**config.mk**
```make
export PLATFORM = sky130hd
export DESIGN_NAME = sysid_check_ctrl
export DESIGN_NICKNAME = d
export VERILOG_FILES = /design/src/rtl/sysid_check_ctrl.sv
export SDC_FILE = /design/constraint.sdc
export NUM_CORES = 1
export LEC_CHECK = 0
export ABC_AREA = 1
export CORE_MARGIN = 3
export CORE_UTILIZATION = 47
export DETAILED_ROUTE_END_ITERATION = 7
export PLACE_DENSITY = 0.9
export SYNTH_ARGS = -nofsm -noshare
export SYNTH_HDL_FRONTEND = slang
export SYNTH_SLANG_ARGS = --single-unit
```
**constraint.sdc**
```tcl
create_clock -name clock -period 1.94 [get_ports clock]
set_clock_uncertainty 0.15 [all_clocks]
set_input_delay 0.291 -clock clock [delete_from_list [all_inputs] [get_ports clock]]
set_output_delay 0.291 -clock clock [all_outputs]
set_load 0.1 [all_outputs]
```
**src/rtl/sysid_check_ctrl.sv**
```systemverilog
// System-ID checker and round-robin arbiter sharing one sysid slave port between
// an internal ID/timestamp verification sequence and a single external host reader.
module sysid_check_ctrl #(
  parameter logic [31:0] EXPECTED_ID    = 32'd0,
  parameter logic [31:0] EXPECTED_TS    = 32'd1542719444,
  parameter int unsigned READ_WAIT      = 0,
  parameter int unsigned RETRY_LIMIT    = 2,
  parameter logic [31:0] RECHECK_PERIOD = 32'd0
) (
  input  logic        clock,
  input  logic        reset,
  output logic        sysid_address,
  input  logic [31:0] sysid_readdata,
  input  logic        host_req,
  input  logic        host_addr,
  output logic        host_ack,
  output logic        host_rvalid,
  output logic [31:0] host_rdata,
  input  logic        check_start,
  output logic        check_busy,
  output logic        id_ok,
  output logic        id_fail,
  output logic [7:0]  mismatch_count,
  output logic [31:0] captured_id,
  output logic [31:0] captured_ts
);

  localparam logic [2:0] CHK_ID_REQ = 3'd0;
  localparam logic [2:0] CHK_TS_REQ = 3'd1;
  localparam logic [2:0] EVAL       = 3'd2;
  localparam logic [2:0] PASS       = 3'd3;
  localparam logic [2:0] FAIL       = 3'd4;

  localparam logic [2:0] WAIT_LAST = 3'(READ_WAIT);
  localparam logic [3:0] RETRY_MAX = 4'(RETRY_LIMIT);

  logic [2:0]  state;
  logic        pending;
  logic        discard;
  logic [3:0]  retries;
  logic [31:0] period_cnt;

  logic        active;
  logic        owner_host;
  logic [2:0]  wait_cnt;
  logic        last_host;
  logic [31:0] rdata_hold;

  logic sample_now;
  logic grant_chk;
  logic grant_host;
  logic chk_sample;
  logic chk_take;
  logic words_match;
  logic period_hit;

  // A grant can only be issued while the slave port is idle; ties go to whoever lost last time.
  assign sample_now  = active && (wait_cnt == WAIT_LAST);
  assign grant_chk   = !active && pending && (!host_req || last_host);
  assign grant_host  = !active && host_req && (!pending || !last_host);
  assign chk_sample  = sample_now && !owner_host;
  assign chk_take    = chk_sample && !discard && !check_start;
  assign words_match = (captured_id == EXPECTED_ID) && (captured_ts == EXPECTED_TS);
  assign period_hit  = (RECHECK_PERIOD != 32'd0) && (period_cnt == RECHECK_PERIOD - 32'd1);

  assign host_ack    = !reset && grant_host;
  assign host_rvalid = !reset && sample_now && owner_host;
  assign host_rdata  = host_rvalid ? sysid_readdata : rdata_hold;
  assign check_busy  = reset || ((state != PASS) && (state != FAIL));

  always_ff @(posedge clock) begin
    if (reset) begin
      active        <= 1'b0;
      owner_host    <= 1'b0;
      wait_cnt      <= 3'd0;
      sysid_address <= 1'b0;
      last_host     <= 1'b1;
      rdata_hold    <= 32'd0;
    end else if (!active) begin
      if (grant_chk) begin
        active        <= 1'b1;
        owner_host    <= 1'b0;
        wait_cnt      <= 3'd0;
        sysid_address <= (state == CHK_TS_REQ);
        last_host     <= 1'b0;
      end else if (grant_host) begin
        active        <= 1'b1;
        owner_host    <= 1'b1;
        wait_cnt      <= 3'd0;
        sysid_address <= host_addr;
        last_host     <= 1'b1;
      end
    end else if (sample_now) begin
      active <= 1'b0;
      if (owner_host) begin
        rdata_hold <= sysid_readdata;
      end
    end else begin
      wait_cnt <= wait_cnt + 3'd1;
    end
  end

  // A restart orphans any checker read already on the slave; its sample is dropped via discard.
  always_ff @(posedge clock) begin
    if (reset) begin
      state          <= CHK_ID_REQ;
      pending        <= 1'b1;
      discard        <= 1'b0;
      retries        <= 4'd0;
      period_cnt     <= 32'd0;
      id_ok          <= 1'b0;
      id_fail        <= 1'b0;
      mismatch_count <= 8'd0;
      captured_id    <= 32'd0;
      captured_ts    <= 32'd0;
    end else begin
      if (grant_chk) begin
        pending <= 1'b0;
      end
      if (chk_sample) begin
        discard <= 1'b0;
      end
      if (check_start) begin
        state      <= CHK_ID_REQ;
        pending    <= 1'b1;
        id_fail    <= 1'b0;
        retries    <= 4'd0;
        period_cnt <= 32'd0;
        discard    <= grant_chk || (active && !owner_host && !sample_now);
      end else begin
        case (state)
          CHK_ID_REQ: begin
            if (chk_take) begin
              captured_id <= sysid_readdata;
              state       <= CHK_TS_REQ;
              pending     <= 1'b1;
            end
          end
          CHK_TS_REQ: begin
            if (chk_take) begin
              captured_ts <= sysid_readdata;
              state       <= EVAL;
            end
          end
          EVAL: begin
            if (words_match) begin
              state      <= PASS;
              id_ok      <= 1'b1;
              retries    <= 4'd0;
              period_cnt <= 32'd0;
            end else begin
              id_ok <= 1'b0;
              if (mismatch_count != 8'hFF) begin
                mismatch_count <= mismatch_count + 8'd1;
              end
              if (retries < RETRY_MAX) begin
                retries <= retries + 4'd1;
                state   <= CHK_ID_REQ;
                pending <= 1'b1;
              end else begin
                state   <= FAIL;
                id_fail <= 1'b1;
              end
            end
          end
          PASS: begin
            if (period_hit) begin
              state      <= CHK_ID_REQ;
              pending    <= 1'b1;
              period_cnt <= 32'd0;
            end else if (RECHECK_PERIOD != 32'd0) begin
              period_cnt <= period_cnt + 32'd1;
            end
          end
          FAIL: begin
          end
          default: begin
            state   <= CHK_ID_REQ;
            pending <= 1'b1;
          end
        endcase
      end
    end
  end

endmodule
```
==> flow_metrics.tcl <==
set metrics [dict create \
    outcome "finished with violations" \
    violations "DRC, setup timing" \
    grt_use_total 0.4192 \
    worstPathRequired_ns 1.50 \
    timing.final.crit_share 1.496 \
    holdCritStartpoint "reset" \
    avgSynthCellArea_sq_um 7.273 \
    ys_types 33 \
    initial_core_util 0.4860 \
    path_cells "inv_2 -> ha_4 -> nand2_4 -> nor2_4 -> inv_2 -> nor2_4 -> inv_2 -> nor2_4 -> buf_6 -> buf_12 -> nand2_2 -> o21ai_4 -> buf_12" \
    rrSetupSlack_ns -0.50 \
    area_growth_pct 92.83 \
    drt-vias-per-instance 7.033 \
    nNetsFinal 954 \
    via_count 7469 \
    cts_buffers 17 \
    syn_nets 737 \
    cts_tree "done" \
    tightestPinTransition_ns 0.4881 \
    cts_buffer_depth 2 \
    crit_start "wait_cnt[0]" \
    syn_inst 696 \
    cts.sinks 122 \
    rsz0062_at_grt "true" \
    total_power_mw 8.929 \
    start_kind "flop" \
    maxSlewViolCount 0 \
    dieArea_sq_um 12050 \
    worstReg2RegStart "captured_id[27]" \
    r2r_end "retries[0]" \
    grt_pass1_wl_um 37760 \
    crit_fanout 13 \
    stdcell_area_sq_um 9762 \
    critPathCaptureType "primary output" \
    synth_seq_cells 122 \
    fin_ws_ns -0.9628 \
    num_io_pins 147 \
    wire_per_inst_um 30.89 \
    whs_ns 0.1563 \
    grt_pass1_vias 6728 \
    setup_viol 127 \
    final_layout_size_suffix_gt1_frac 0.4978 \
    slowest_delay_ns 0.33 \
    fin_crit_ns 2.903 \
    critPathTopFamily "buffers and inverters" \
    grt_antenna_before_repair 1 \
    placed_area_sq_um 7869 \
    holdPathStages 3 \
    ant_nets 0 \
    firstDrtPassIters 8 \
    clock.fmax_mhz 344.5 \
    hold_end "mismatch_count[4]" \
    cts_htree_levels 4 \
    synth_seq_area_share 0.4825 \
    place_congestion 0.8464 \
    maxCapViolations 0 \
    cts_root_buf "clkbuf_8" \
    die_h_um 109.8 \
    grt_max_degree 41 \
    rows 37 \
    slew_headroom 0.6746 \
    hold_path_class "primary input to flop" \
    drc_errors 58 \
    power-per-cell-area_nw_per_um2 914.7 \
    crit_arrival_ns 2.46 \
    cpMaxStageDelayCell "dfxtp_2" \
    fp.dieW_um 109.8 \
    p_leak_nw 4.150 \
    synth_area_sq_um 5062 \
    drtIter0Drc 1198 \
    pre_cts_ws_ns -0.2803 \
    clkTransAtPathRegs_ns 0.07 \
    final_cell_mix "113 x nor2_1, 83 x buf_4, 75 x buf_12" \
    port_buffers 146 \
    worstSetupPathType "flop to primary output" \
    yosysWarnings 0 \
    hold_buffers 0 \
    critical_path_buf_inv_count 6 \
    design.core.area_sq_um 10420 \
    final_common_cell "nor2_1" \
    clock_latency_ns 0.55 \
    diodes 0 \
    overflow 0 \
    finalHoldViolations 0 \
    ir_worst_vdd_mv 0.6980 \
    rr_worst_depth 8 \
    routed_wirelength_um 32810 \
    hpwlAfterDp_um 11560 \
]
-- cell type report --
class / count / area (sq um)
sequential: 122 / 2546
inverter: 77 / 307.8
clock inverter: 13 / 167.7
fill: 253 / 654.4
timing repair buffer: 230 / 3040
multi-input combinational: 465 / 3088
clock buffer: 19 / 441.7
tap: 136 / 170.2
-- synth_stat cells (all sizes together) --
cell type | instances | area share
inv | 77 | 0.057
ha | 4 | 0.0099
or2 | 1 | 0.0012
o21ai | 131 | 0.13
xnor2 | 2 | 0.0035
xor2 | 4 | 0.0069
o211ai | 2 | 0.0030
nor2 | 157 | 0.12
a32oi | 1 | 0.0017
nand3b | 1 | 0.0015
nand4 | 6 | 0.0074
nand3 | 16 | 0.016
o21a | 1 | 0.0015
a31oi | 1 | 0.0025
clkbuf | 17 | 0.013
dfxtp | 122 | 0.48
a211oi | 1 | 0.0015
o21bai | 1 | 0.0015
a21oi | 37 | 0.040
nand2 | 95 | 0.073
nor3 | 4 | 0.0072
buf | 15 | 0.017
-- sequential cells by signal, summed over array words and instances (netlist names), 3 cells and up --
register,count
retries,4
state,3
captured_ts,32
mismatch_count,8
rdata_hold,32
captured_id,32
wait_cnt,3
-- worst max-delay path by stage --
| stage | end | slack, ns | cells past startpoint |
|---|---|---|---|
| 2_1_floorplan | host_rdata[23] | -0.22 | 11 |
| 3_3_place_gp | host_rdata[12] | -0.21 | 12 |
| 3_5_place_dp | host_rdata[12] | -0.28 | 12 |
| 4_1_cts | host_rdata[0] | -0.78 | 14 |
| 5_1_grt | host_rdata[12] | -0.99 | 13 |
| 6_report | host_rdata[12] | -0.96 | 13 |
-- per-stage QoR --
stage / TNS, ns / utilization / std cells
2_1_floorplan: -5.006 / - / 696
3_3_place_gp: -5.870 / 0.7554 / 981
3_5_place_dp: -8.358 / 0.7554 / 981
4_1_cts: -29.13 / 0.8896 / 1041
5_1_grt: -65.64 / 0.9372 / 1062
6_report: -55.28 / 0.9372 / 1062
-- routing by layer --
metal,vias to the layer above,routed length [um],GRT usage
met5,-,42,0
met3,455,4884,0.1186
li1,2678,-,-
met2,996,14060,0.6915
met1,3338,9781,0.4566
met4,2,4041,0.3081
-- where the power goes --
part | leakage, nW | switching (mW) | internal [mW]
clock network | 0.283 | 1.37 | 2.04
registers | 1.03 | 0.173 | 2.66
logic | 2.84 | 1.89 | 0.801
total | 4.15 | 3.43 | 5.50
-- worst min-delay path, delay by kind of cell --
| kind | cells | cell delay [ns] |
|---|---|---|
| AOI/OAI and AO/OA | 1 | 0.11 |
| buffers and inverters | 2 | 0.40 |
-- what timing repair did --
item | 4_1_cts | 5_1_grt
pin swaps | 10 | 30
setup buffers | 17 | 22
gates resized for setup | 116 | 117
setup endpoints to repair | 81 | 142
cloned | 11 | 3
-- cells by family (layout without fill, tap and decap cells) --
group / count (synthesis) / in the layout / share of synthesized area
AO/OA/AOI/OAI: 175 / 175 / 0.1807
flip-flops: 122 / 122 / 0.4825
XOR/XNOR: 6 / 6 / 0.01038
buffers and inverters: 109 / 339 / 0.08700
AND/OR/NAND/NOR: 280 / 280 / 0.2296
adder cells (fa/ha/maj): 4 / 4 / 0.009887
(Power assumes the default switching activity.)
